### config.mk
export PLATFORM = sky130hd
export DESIGN_NAME = video_timing_gen
export DESIGN_NICKNAME = d
export VERILOG_FILES = /design/src/rtl/video_timing_gen.sv
export SDC_FILE = /design/constraint.sdc
export NUM_CORES = 1
export LEC_CHECK = 0
export BUFFER_PORTS_ARGS = -buffer_cell sky130_fd_sc_hd__buf_2
export CAP_MARGIN = 20
export CORE_MARGIN = 5
export CORE_UTILIZATION = 38
export DETAILED_ROUTE_END_ITERATION = 7
export PLACE_DENSITY = 0.67
export RECOVER_POWER = 100
export REMOVE_ABC_BUFFERS = 1
export SYNTH_ARGS = -nofsm -noshare
export SYNTH_HDL_FRONTEND = slang
export SYNTH_SLANG_ARGS = --single-unit
### constraint.sdc
create_clock -name pixclk -period 1.9 [get_ports pixclk]
set_input_delay 0 -clock pixclk [delete_from_list [all_inputs] [get_ports pixclk]]
set_output_delay 0 -clock pixclk [all_outputs]
set_load 0.02 [all_outputs]
### src/rtl/video_timing_gen.sv
`default_nettype none
//==============================================================================
// Module   : video_timing_gen
// Brief    : Raster timing generator and test-pattern source for an HDMI/DVI
//            transmitter. All pixel, sync and marker outputs are registered
//            and refer to the same pixel.
// Revision : 1.0 - initial release
//==============================================================================
module video_timing_gen #(
    parameter int   H_ACTIVE = 640,
    parameter int   H_FP     = 16,
    parameter int   H_SYNC   = 96,
    parameter int   H_BP     = 48,
    parameter int   V_ACTIVE = 480,
    parameter int   V_FP     = 10,
    parameter int   V_SYNC   = 2,
    parameter int   V_BP     = 33,
    parameter logic HS_POL   = 1'b0,
    parameter logic VS_POL   = 1'b0,
    parameter int   BAR_W    = 80
) (
    input  logic        pixclk,
    input  logic        rst,
    input  logic [1:0]  pat_sel,
    input  logic [23:0] solid_rgb,
    output logic [7:0]  red,
    output logic [7:0]  green,
    output logic [7:0]  blue,
    output logic        hsync,
    output logic        vsync,
    output logic        vde,
    output logic [3:0]  cntrl,
    output logic        frame_start,
    output logic [9:0]  pix_x,
    output logic [9:0]  pix_y
);

    localparam int         c_H_TOTAL      = H_ACTIVE + H_FP + H_SYNC + H_BP;
    localparam int         c_V_TOTAL      = V_ACTIVE + V_FP + V_SYNC + V_BP;
    localparam logic [9:0] c_H_LAST       = 10'(c_H_TOTAL - 1);
    localparam logic [9:0] c_V_LAST       = 10'(c_V_TOTAL - 1);
    localparam logic [9:0] c_H_ACT        = 10'(H_ACTIVE);
    localparam logic [9:0] c_V_ACT        = 10'(V_ACTIVE);
    localparam logic [9:0] c_HS_START     = 10'(H_ACTIVE + H_FP);
    localparam logic [9:0] c_HS_END       = 10'(H_ACTIVE + H_FP + H_SYNC);
    localparam logic [9:0] c_VS_START     = 10'(V_ACTIVE + V_FP);
    localparam logic [9:0] c_VS_END       = 10'(V_ACTIVE + V_FP + V_SYNC);
    localparam logic [9:0] c_BAR_LAST     = 10'(BAR_W - 1);
    localparam logic [2:0] c_BAR_IDX_MAX  = 3'd7;

    localparam logic [1:0] c_PAT_BARS     = 2'd0;
    localparam logic [1:0] c_PAT_CHECK    = 2'd1;
    localparam logic [1:0] c_PAT_RAMP     = 2'd2;
    localparam logic [1:0] c_PAT_SOLID    = 2'd3;

    logic [9:0]  r_h_cnt;
    logic [9:0]  r_v_cnt;
    logic [9:0]  r_bar_sub;
    logic [2:0]  r_bar_idx;
    logic [1:0]  r_pat_sel;
    logic [23:0] r_solid_rgb;

    logic        w_h_wrap;
    logic        w_v_wrap;
    logic        w_origin;
    logic        w_active;
    logic        w_hs_act;
    logic        w_vs_act;
    logic [1:0]  w_pat;
    logic [23:0] w_solid;
    logic [7:0]  w_check;
    logic [7:0]  w_red;
    logic [7:0]  w_green;
    logic [7:0]  w_blue;

    assign w_h_wrap = (r_h_cnt == c_H_LAST);
    assign w_v_wrap = (r_v_cnt == c_V_LAST);
    assign w_origin = (r_h_cnt == 10'd0) && (r_v_cnt == 10'd0);
    assign w_active = (r_h_cnt < c_H_ACT) && (r_v_cnt < c_V_ACT);
    assign w_hs_act = (r_h_cnt >= c_HS_START) && (r_h_cnt < c_HS_END);
    assign w_vs_act = (r_v_cnt >= c_VS_START) && (r_v_cnt < c_VS_END);

    // The origin pixel already uses the value being latched, so a whole frame
    // is always drawn with one pattern selection.
    assign w_pat    = w_origin ? pat_sel   : r_pat_sel;
    assign w_solid  = w_origin ? solid_rgb : r_solid_rgb;
    assign w_check  = (r_h_cnt[5] ^ r_v_cnt[5]) ? 8'h00 : 8'hFF;

    assign cntrl    = 4'b0000;

    always_ff @(posedge pixclk) begin
        if (rst) begin
            r_h_cnt <= 10'd0;
            r_v_cnt <= 10'd0;
        end else if (w_h_wrap) begin
            r_h_cnt <= 10'd0;
            r_v_cnt <= w_v_wrap ? 10'd0 : r_v_cnt + 10'd1;
        end else begin
            r_h_cnt <= r_h_cnt + 10'd1;
        end
    end

    // Bar position tracked incrementally so no divider is needed.
    always_ff @(posedge pixclk) begin
        if (rst || w_h_wrap) begin
            r_bar_sub <= 10'd0;
            r_bar_idx <= 3'd0;
        end else if (r_bar_sub == c_BAR_LAST) begin
            r_bar_sub <= 10'd0;
            if (r_bar_idx != c_BAR_IDX_MAX) begin
                r_bar_idx <= r_bar_idx + 3'd1;
            end
        end else begin
            r_bar_sub <= r_bar_sub + 10'd1;
        end
    end

    always_ff @(posedge pixclk) begin
        if (rst) begin
            r_pat_sel   <= 2'd0;
            r_solid_rgb <= 24'd0;
        end else if (w_origin) begin
            r_pat_sel   <= pat_sel;
            r_solid_rgb <= solid_rgb;
        end
    end

    always_comb begin
        w_red   = 8'h00;
        w_green = 8'h00;
        w_blue  = 8'h00;
        if (w_active) begin
            case (w_pat)
                c_PAT_BARS: begin
                    w_red   = {8{~r_bar_idx[1]}};
                    w_green = {8{~r_bar_idx[2]}};
                    w_blue  = {8{~r_bar_idx[0]}};
                end
                c_PAT_CHECK: begin
                    w_red   = w_check;
                    w_green = w_check;
                    w_blue  = w_check;
                end
                c_PAT_RAMP: begin
                    w_red   = r_h_cnt[9:2];
                    w_green = r_h_cnt[9:2];
                    w_blue  = r_h_cnt[9:2];
                end
                c_PAT_SOLID: begin
                    w_red   = w_solid[23:16];
                    w_green = w_solid[15:8];
                    w_blue  = w_solid[7:0];
                end
                default: begin
                    w_red   = 8'h00;
                    w_green = 8'h00;
                    w_blue  = 8'h00;
                end
            endcase
        end
    end

    always_ff @(posedge pixclk) begin
        if (rst) begin
            red         <= 8'h00;
            green       <= 8'h00;
            blue        <= 8'h00;
            hsync       <= ~HS_POL;
            vsync       <= ~VS_POL;
            vde         <= 1'b0;
            frame_start <= 1'b0;
            pix_x       <= 10'd0;
            pix_y       <= 10'd0;
        end else begin
            red         <= w_red;
            green       <= w_green;
            blue        <= w_blue;
            hsync       <= w_hs_act ? HS_POL : ~HS_POL;
            vsync       <= w_vs_act ? VS_POL : ~VS_POL;
            vde         <= w_active;
            frame_start <= w_origin;
            pix_x       <= r_h_cnt;
            pix_y       <= r_v_cnt;
        end
    end

endmodule
`default_nettype wire

==> summary.md, run 1 <==
| Metric | Value |
|---|---|
| Gr ovfl total | 0 |
| Hold Path Class | primary input to register |
| Synth-to-layout area growth | 40.54% |
| CTS Buffer Depth | 2 |
| GRT Util Overall | 17.78% |
| Crit Reg-Reg Startpoint | r_v_cnt[4] |
| Wire per inst | 16.73 um |
| Yosys reg bits | 107 |
| Initial Utilization | 38.57% |
| Final Max Slew Viols | 0 |
| Cell taking the most area after synthesis | dfxtp_1 |
| Drt first pass iters | 5 |
| Setup violators final | 43 |
| Comb pwr share | 20.9% |
| Synth Warn # | 0 |
| Delay of the slowest critical-path stage | 0.45 ns |
| Part of the power in the clock network | 34.5% |
| TritonCTS buffer count | 9 |
| Reg clk slew, reported paths | 0.07 ns |
| N_diodes | 0 |
| Worst vdd ir | 509.1 uV |
| Max-capacitance violation count | 0 |
| Port bufs | between 70 and 80 |
| CP Launch Type | register |
| Kind of end point of the critical path | register |
| Net Switching | 0.001550 W |
| Commonest non-fill, non-tap cell in the layout | dfxtp_1 |
| Most frequent cells in the layout | dfxtp_1 (106), nand2_1 (67), clkbuf_1 (63), nor2_1 (52), and3_1 (32) |
| Layout Utilization | 54.21% |
| Die X-Extent | 117.2 um |
| Ranking of synthesized cells by area | dfxtp_1 (49%), nand2_1 (5.9%), and3_1 (4.9%), a311oi_1 (4.8%), nor2_1 (4.6%) |
| Crit-path cells | nor4_2 > nand3b_1 > or3_4 > mux2i_4 > buf_4 > o21a_4 > a221oi_2 |
| Yosys cell types | 40 |
| Post-route setup slack | -0.2744 ns |
| Tcrit/Tclk final | 114.4% |
| Critical path fanouts, max | 6 |
| DP HPWL | 7640 um |
| Final wirelength | roughly 13000 um |
| Lkg Pwr | approximately 2.5 nW |
| Die Area | 13730 um^2 |
| Peak Freq | 459.9 MHz |
| Clock latency at the later pin of the worst-skew pair | around 0.34 ns |
| Drc violations | 0 |
| Mapped Area | between 4000 and 5000 um^2 |
| Design Power | between 0.005 and 0.006 W |
| Worst flop-to-flop path endpoint | red[3] |
| Failing checks | setup timing |
| Die height | 117.2 um |
| Initial antenna violation count | 0 |
| Internal power | 0.003946 W |
| Unrepaired setup endpoints after global routing | true |
| H-tree depth | 3 |
| GP Congestion | 0.8448 |
| Row cnt | 39 |
| Outcome | finished with violations |
| Root Driver | clkbuf_16 |
| Via/cell ratio | roughly 5.4 |
| Vias post-DR | 4127 |
| Global-route wire length before repair | approximately 19000 um |
| Rel. slew slack | 59.85% |
| Setup_tns | -6.464 ns |
| Sw Share | 28.20% |
| Worst Setup SP | r_v_cnt[4] |
| Power per standard cell area | 895.6 nW/um^2 |
| Syn avg cell area | 8.967 um^2 |
| Net count, final | approximately 660 |
| CTS tree | done |
| Crit path required time | 2.14 ns |
| I/O pin cnt | 80 |
| Core ar. | 11320 um^2 |
| Num Clock Sinks | 107 |
| R2R cell count | 7 |
| Cells after Synth | 487 |
| CP max stage cell | or3_4 |
| Sequential-to-total area share from yosys stat | 49.05% |
| R2R Setup Slk | -0.27 ns |
| Synth top area share | between 40% and 50% |
| Dpl ws | -0.3770 ns |
| Sequential share of power | 44.6% |
| Worst Setup EP | red[3] |
| Vias in the first global route | 4092 |
| Pin count of the biggest net entering global routing | 56 |
| Worst-Margin Slew | 0.6023 ns |
| Crit path DAT | 2.42 ns |
| Clock skew | 0.007379 ns |
| Drt first-iter violations | just over 300 |
| Final Hold Viols | 0 |
| Ratio of cells with drive above 1 in the final layout | between 20% and 30% |
| CP Class | register to register |
| Tmin final | 2.174 ns |
| DRT antenna net count | 0 |
## cell type report
cell class | count | area (um^2)
flip-flops and latches | 107 | 2143
clock inverters | 4 | 50.05
clock buffers | 11 | 252.7
multi-input cells | 337 | 2422
repair buffers | 158 | 1060
inverters | 8 | 30.03
well taps | 143 | 178.9
fillers | 1009 | 5184
## cells by family (layout without fill, tap and decap cells)
kind of cell	count (synthesis)	count (layout)	share of synthesized area, %
AO/OA/AOI/OAI	75	75	12.49
other	1	4	0.08588
XOR/XNOR	25	25	5.014
multiplexers	6	9	1.748
adder cells (fa/ha/maj)	7	7	2.006
flip-flops	107	107	49.05
buffers and inverters	49	181	5.186
AND/OR/NAND/NOR	217	217	24.41
## sequential cells by signal (all words and copies together), names as in the netlist
name,flops
pix_x,10
blue,8
vde,1
vsync,1
r_bar_idx,3
green,8
r_solid_rgb,24
pix_y,10
r_bar_sub,10
r_v_cnt,10
r_h_cnt,10
red,8
r_pat_sel,2
frame_start,1
hsync,1
## cells in the mapped netlist
cell      number
buf_1          4
or2_2          4
and4_1         1
xor2_1        13
a311oi_1      24
or4b_1         1
buf_6          3
conb_1         1
clkbuf_1      26
mux2i_4        1
nand3b_1       1
a221oi_1      18
nand2b_1       1
mux2_2         3
and3_1        34
mux2i_1        2
nor4_2         2
inv_1          8
o21ai_0        2
or3_1          2
dfxtp_1      107
nor3_1         2
o21a_1         3
nor2_1        53
buf_4          4
or4b_2         1
and2_1         1
nor3_2         1
a21oi_1       26
a21o_1         1
or4_1          2
a22oi_1        1
buf_2          4
xnor2_1       12
nand3_1       11
nor2b_1       15
nand2_1       69
nor4_1         9
nand4_1        7
ha_1           7
## what timing repair did
action	in CTS	in global routing
buffers inserted	7	3
hold buffers	24	0
endpoints found under the setup margin	46	69
gates cloned	4	0
pin swaps	31	16
hold endpoints to repair	24	0
gates resized for setup	59	26
## power by group through the flow
| stage | clock (W) | combinational, W | sequential [W] |
|---|---|---|---|
| 6_report | 0.00190 | 0.00115 | 0.00245 |
| 5_1_grt | 0.00201 | 0.00122 | 0.00246 |
| 4_1_cts | 0.00192 | 0.00109 | 0.00244 |
| 3_5_place_dp | 0 | 0.000840 | 0.00249 |
| 3_3_place_gp | 0 | 0.000821 | 0.00249 |
| 2_1_floorplan | 0 | 0.000365 | 0.00260 |
## layer usage
metal  track usage [%]  share of wire [%]  vias to the layer above
met5                 0                  0                        -
met4             6.728                3.0                        0
met3             3.188                6.6                       37
met2             30.92                 50                      149
met1             21.89                 41                     1976
li1                  -                  -                     1965
## stage by stage
| stage | hold slack (ns) | instance area (um^2) | instances |
|---|---|---|---|
| after global routing | 0.03093 | 6137 | 768 |
| after floorplan | 0.06669 | 4182 | 449 |
| after CTS | 0.01191 | 6110 | 765 |
| after global placement | 0.2593 | 5152 | 715 |
| final | 0.02188 | 6137 | 768 |
| after detailed placement | 0.2636 | 5152 | 715 |
## how the worst min path moves through the flow
stage	startpoint	endpoint	depth (start not counted)
detailed placement	solid_rgb[8]	r_solid_rgb[8]	3
floorplan	rst	pix_x[0]	1
finish	pat_sel[0]	r_pat_sel[0]	3
global placement	solid_rgb[15]	r_solid_rgb[15]	3
global route	pat_sel[0]	r_pat_sel[0]	3
CTS	pat_sel[0]	r_pat_sel[0]	3
## worst max-delay path, delay by kind of cell, from the launching register on
family / cells / cell delay [ns]
AO/OA/AOI/OAI: 2 / 0.43
flip-flops: 1 / 0.33
buffers and inverters: 1 / 0.15
multiplexers: 1 / 0.25
AND/OR/NAND/NOR: 3 / 0.91
(Power assumes the default switching activity.)
==> inputs of run 2 (changes only) <==
--- a/config.mk
+++ b/config.mk
@@ -10,6 +10,7 @@
 export CORE_MARGIN = 5
 export CORE_UTILIZATION = 38
 export DETAILED_ROUTE_END_ITERATION = 7
+export MAX_ROUTING_LAYER = met4
 export PLACE_DENSITY = 0.67
 export RECOVER_POWER = 100
 export REMOVE_ABC_BUFFERS = 1
==> summary.md, run 2 (synthesis results as in run 1) <==
| Metric | Value |
|---|---|
| Crit path DAT | 2.41 ns |
| Sequential cell area | between 2000 and 2500 um^2 |
| Tcrit/Tclk final | 114.2% |
| Critical path fanouts, max | 6 |
| Core ar. | 11320 um^2 |
| Net count, final | 656 |
| Final Hold Viols | 0 |
| Hold Crit Start | pat_sel[0] |
| Synth-to-layout area growth | 40.60% |
| Area of the multi-input gates | 2416 um^2 |
| CTS Buffer Depth | 2 |
| Top sig layer | met4 |
| Ratio of cells with drive above 1 in the final layout | 24.64% |
| Die Area | 13730 um^2 |
| Met2 wire len | between 6000 and 7000 um |
| GRT Util Overall | 18.34% |
| Die X-Extent | 117.2 um |
| Global-route wire length before repair | 19480 um |
| Outcome | finished with violations |
| WL met3 | roughly 820 um |
| Reg clk slew, reported paths | 0.07 ns |
| CP max stage cell | or3_4 |
| H-tree depth | 3 |
| Initial antenna violation count | 0 |
| DP HPWL | between 7000 and 8000 um |
| Vias post-DR | 4127 |
| Drc violations | 0 |
| Sequential share of power | 44.6% |
| R2R Setup Slk | -0.27 ns |
| Clock latency at the later pin of the worst-skew pair | 0.34 ns |
| Power per standard cell area | about 900 nW/um^2 |
| Worst hold path endpoint | r_pat_sel[0] |
| Num Clock Sinks | around 110 |
| Kind of end point of the critical path | register |
| Worst flop-to-flop path endpoint | red[3] |
| Worst vdd ir | between 500 and 600 uV |
| CP Launch Type | register |
| CTS tree | done |
| Root Driver | clkbuf_16 |
| Part of the power in the clock network | 34.6% |
| Setup_tns | -6.441 ns |
| Met1 Routed Length | 5224 um |
| Pin count of the biggest net entering global routing | 56 |
| Gr ovfl total | 0 |
| Unrepaired setup endpoints after global routing | true |
| Clock skew | 0.007973 ns |
| Post-route setup slack | -0.2707 ns |
| Final non-filler cell total | 768 |
| Port bufs | between 70 and 80 |
| Wire per inst | 16.62 um |
| Rel. slew slack | 60.23% |
| CP Class | register to register |
| R2R cell count | 7 |
| Design Power | 0.005498 W |
| Comb pwr share | 20.9% |
| Crit-path cells | nor4_2 > nand3b_1 > or3_4 > mux2i_4 > buf_4 > o21a_4 > a221oi_2 |
| Most frequent cells in the layout | dfxtp_1 (105), nand2_1 (67), clkbuf_1 (63), nor2_1 (52), and3_1 (32) |
| Lkg Pwr | between 2 and 2.5 nW |
| Internal power | around 0.0039 W |
| Post-placement cell count | 715 |
| Via/cell ratio | 5.374 |
| GP Congestion | 0.8580 |
| Die height | 117.2 um |
| TritonCTS buffer count | 9 |
| Drt first pass iters | 5 |
| Crit Reg-Reg Startpoint | r_v_cnt[4] |
| Fillers | roughly 1000 |
| Final wirelength | 12770 um |
| I/O pin cnt | 80 |
| Hold Slack | between 0.015 and 0.02 ns |
| Hold Path Depth | 3 |
| Commonest non-fill, non-tap cell in the layout | dfxtp_1 |
| Failing checks | setup timing |
| Tmin final | between 2 and 2.5 ns |
| Worst-Margin Slew | just under 0.6 ns |
| Top reg by flops | r_solid_rgb |
| N_diodes | 0 |
| Delay of the slowest critical-path stage | 0.45 ns |
| Setup violators final | 43 |
| Net Switching | 0.001548 W |
| Peak Freq | 460.7 MHz |
| Initial Utilization | between 30 and 40% |
| Vias in the first global route | ~4100 |
| Drt first-iter violations | a little under 300 |
| Sw Share | between 20% and 30% |
| Max reg flops | 24 |
| Final Max Slew Viols | 0 |
| Hold Path Class | primary input to register |
| Row cnt | 39 |
| Max-capacitance violation count | 0 |
| Dpl ws | -0.3770 ns |
| Crit path required time | between 2 and 2.5 ns |
| DRT antenna net count | 0 |
==> run 2: worst max-delay path by stage <==
stage                           to  cells after the start  slack, ns        from
after global routing        red[3]                      7      -0.35  r_v_cnt[4]
after floorplan           green[2]                      6      -1.37  r_v_cnt[5]
final                       red[3]                      7      -0.27  r_v_cnt[4]
after CTS                 green[7]                      7      -0.24  r_v_cnt[4]
after detailed placement  green[6]                      6      -0.38  r_v_cnt[9]
after global placement    green[6]                      6      -0.37  r_v_cnt[9]
==> run 2: power groups by stage <==
| stage | Combinational (W) | Clock [W] | Sequential (W) |
|---|---|---|---|
| after floorplan | 0.000365 | 0 | 0.00260 |
| after global placement | 0.000821 | 0 | 0.00249 |
| after detailed placement | 0.000840 | 0 | 0.00249 |
| after CTS | 0.00109 | 0.00192 | 0.00244 |
| after global routing | 0.00122 | 0.00202 | 0.00246 |
| final | 0.00115 | 0.00190 | 0.00245 |
==> run 2: area by class of cell <==
cell class              instances  share of cell area [%]
multi-input cells             337                   39.35
clock buffers                  11                   4.117
inverters                       8                  0.4891
flip-flops and latches        107                   34.93
well taps                     143                   2.914
repair buffers                158                   17.38
clock inverters                 4                  0.8152
==> run 2: per-layer routing <==
| metal | global-route usage (%) | vias up |
|---|---|---|
| met5 | - | - |
| met4 | 6.728 | 0 |
| met3 | 2.828 | 39 |
| met2 | 30.77 | 166 |
| met1 | 22.30 | 1955 |
| li1 | - | 1967 |
==> run 2: stage by stage <==
step | instance area, um^2 | util, %
global route | 6140 | 54.23
CTS | 6110 | 53.97
global placement | 5152 | 45.51
floorplan | 4182 | -
detailed placement | 5152 | 45.51
finish | 6140 | 54.23
==> run 2: repair_timing <==
item                                    in CTS  in global routing
hold buffers                                24                  0
resized for setup                           59                 27
endpoints found under the setup margin      46                 69
pin swaps                                   31                 11
buffers inserted                             7                  3
endpoints found under the hold margin       24                  0
gates cloned                                 4                  0
==> run 2: critical path: cells and delay by family (launching register included) <==
family	cells	cell delay [ns]
AND/OR/NAND/NOR	3	0.92
AO/OA/AOI/OAI	2	0.43
flip-flops	1	0.33
multiplexers	1	0.24
buffers and inverters	1	0.15
==> inputs of run 3 (changes only) <==
--- a/config.mk
+++ b/config.mk
@@ -14,6 +14,7 @@
 export PLACE_DENSITY = 0.67
 export RECOVER_POWER = 100
 export REMOVE_ABC_BUFFERS = 1
+export SKIP_LAST_GASP = 1
 export SYNTH_ARGS = -nofsm -noshare
 export SYNTH_HDL_FRONTEND = slang
 export SYNTH_SLANG_ARGS = --single-unit
==> summary.md, run 3 (synthesis results as in run 1) <==
| Metric | Value |
|---|---|
| Power per standard cell area | about 900 nW/um^2 |
| Post-route cell area | between 6000 and 7000 um^2 |
| Final Max Slew Viols | 0 |
| Lkg Pwr | 2.435 nW |
| Top reg by flops | r_solid_rgb |
| Global-route wire length before repair | ~19000 um |
| Final Hold Viols | 0 |
| Die X-Extent | 117.2 um |
| Initial antenna violation count | 0 |
| Tmin final | 2.163 ns |
| Core ar. | approximately 11000 um^2 |
| Drc violations | 0 |
| Peak Freq | between 400 and 500 MHz |
| Post-DP Area | ~5000 um^2 |
| Most frequent cells in the layout | dfxtp_1 (106), nand2_1 (67), clkbuf_1 (64), nor2_1 (52), and3_1 (33) |
| Num Clock Sinks | between 100 and 150 |
| Ratio of cells with drive above 1 in the final layout | 23.08% |
| DP HPWL | 7640 um |
| Part of the power in the clock network | 34.8% |
| Sw Share | between 20 and 30% |
| Outcome | finished with violations |
| Reg clk slew, reported paths | roughly 0.07 ns |
| N_diodes | 0 |
| Commonest non-fill, non-tap cell in the layout | dfxtp_1 |
| Port bufs | 75 |
| Drt first pass iters | 5 |
| Clock skew | 0.007437 ns |
| Tcrit/Tclk final | 113.8% |
| Post-route setup slack | -0.2631 ns |
| Drt first-iter violations | around 270 |
| GP Congestion | 0.8580 |
| Crit path DAT | 2.38 ns |
| Synth-to-layout area growth | 38.74% |
| Die height | 117.2 um |
| Vias in the first global route | slightly above 4000 |
| Pin count of the biggest net entering global routing | 56 |
| Vias post-DR | 4092 |
| Via/cell ratio | 5.335 |
| Worst vdd ir | ~520 uV |
| Gr ovfl total | 0 |
| Hold Path Class | primary input to register |
| Design Power | 0.005441 W |
| Die Area | 13730 um^2 |
| Max reg flops | 24 |
| Unrepaired setup endpoints after global routing | true |
| H-tree depth | 3 |
| Comb pwr share | 20.2% |
| Row cnt | 39 |
| Layout Utilization | approximately 54% |
| Max-capacitance violation count | 0 |
| CTS tree | done |
| Failing checks | setup timing |
| CP Launch Type | register |
| Root Driver | clkbuf_16 |
| Sequential share of power | around 45% |
| Initial Utilization | between 30% and 40% |
| Net count, final | 655 |
| Clock latency at the later pin of the worst-skew pair | 0.34 ns |
| Crit-path cells | nor4_2 > nand3b_1 > nor3_4 > buf_6 > mux2_4 > a311oi_1 > a221oi_2 |
| CP max stage cell | mux2_4 |
| Worst-Margin Slew | 0.5951 ns |
| Rel. slew slack | 60.33% |
| CTS Buffer Depth | 2 |
| Crit path required time | 2.12 ns |
| GRT Util Overall | 18.32% |
| Net Switching | 0.001515 W |
| CP Class | register to register |
| I/O pin cnt | 80 |
| Delay of the slowest critical-path stage | 0.38 ns |
| DRT antenna net count | 0 |
| Final wirelength | 12530 um |
| Setup violators final | 42 |
| Wire per inst | around 16 um |
| TritonCTS buffer count | 9 |
| Kind of end point of the critical path | register |
| Critical path fanouts, max | 6 |
| Internal power | 0.003926 W |
run 3: changes by cell type in the layout (fill, tap and decap cells not counted), moves of 2 or more:
cell,previous run,this run
a221oi_1,1,5
a221oi_2,17,13
buf_6,8,4
a311oi_1,5,7
a311oi_2,19,17
buf_4,28,30
run 3: power groups by stage:
stage	Clock, W	Combinational [W]	Sequential [W]
floorplan	0	0.000365	0.00260
global placement	0	0.000821	0.00249
detailed placement	0	0.000840	0.00249
CTS	0.00192	0.00108	0.00244
global route	0.00202	0.00117	0.00246
finish	0.00189	0.00110	0.00245
run 3: layout make-up:
cell class	instances	area (um^2)
Fill cell	1019	5263
Multi-Input combinational cell	337	2367
Sequential cell	107	2143
Timing Repair Buffer	157	1036
Clock buffer	11	252.7
Tap cell	143	178.9
Clock inverter	4	50.05
Inverter	8	30.03
run 3: final timing paths:
kind | start | endpoint | slack, ns | cells after the start
setup / recovery | r_v_cnt[4] | blue[5] | -0.26 | 7
hold reg to reg | r_solid_rgb[9] | r_solid_rgb[9] | 0.45 | 2
setup reg to reg | r_v_cnt[4] | blue[5] | -0.26 | 7
hold / removal | pat_sel[0] | r_pat_sel[0] | 0.02 | 3
run 3: worst max-delay path, delay by kind of cell, from the launching register on:
kind / cells / cell delay (ns)
multiplexers: 1 / 0.38
buffers and inverters: 1 / 0.18
AND/OR/NAND/NOR: 3 / 0.74
flip-flops: 1 / 0.33
AO/OA/AOI/OAI: 2 / 0.41
run 3: layer usage:
metal / global-route usage (%) / part of all wire [%]
met5: - / 0
met1: 22.72 / 41
met3: 2.674 / 6.1
met2: 30.39 / 50
met4: 6.575 / 2.7
run 3: what timing repair did:
item / in CTS / in global routing
gates resized for setup: 54 / 19
hold buffers: 24 / 0
cloned: 4 / 0
pin swaps: 29 / 12
endpoints found under the setup margin: 46 / 69
buffers inserted: 7 / 2
hold endpoints to repair: 24 / 0
run 3: stage by stage:
step	hold slack (ns)	setup WS, ns	TNS [ns]	cells
floorplan	0.06669	-1.374	-49.42	449
global placement	0.2593	-0.3696	-6.946	715
detailed placement	0.2636	-0.3770	-8.266	715
CTS	0.01191	-0.2418	-5.006	765
global route	0.03844	-0.3733	-13.29	767
finish	0.02402	-0.2631	-6.025	767
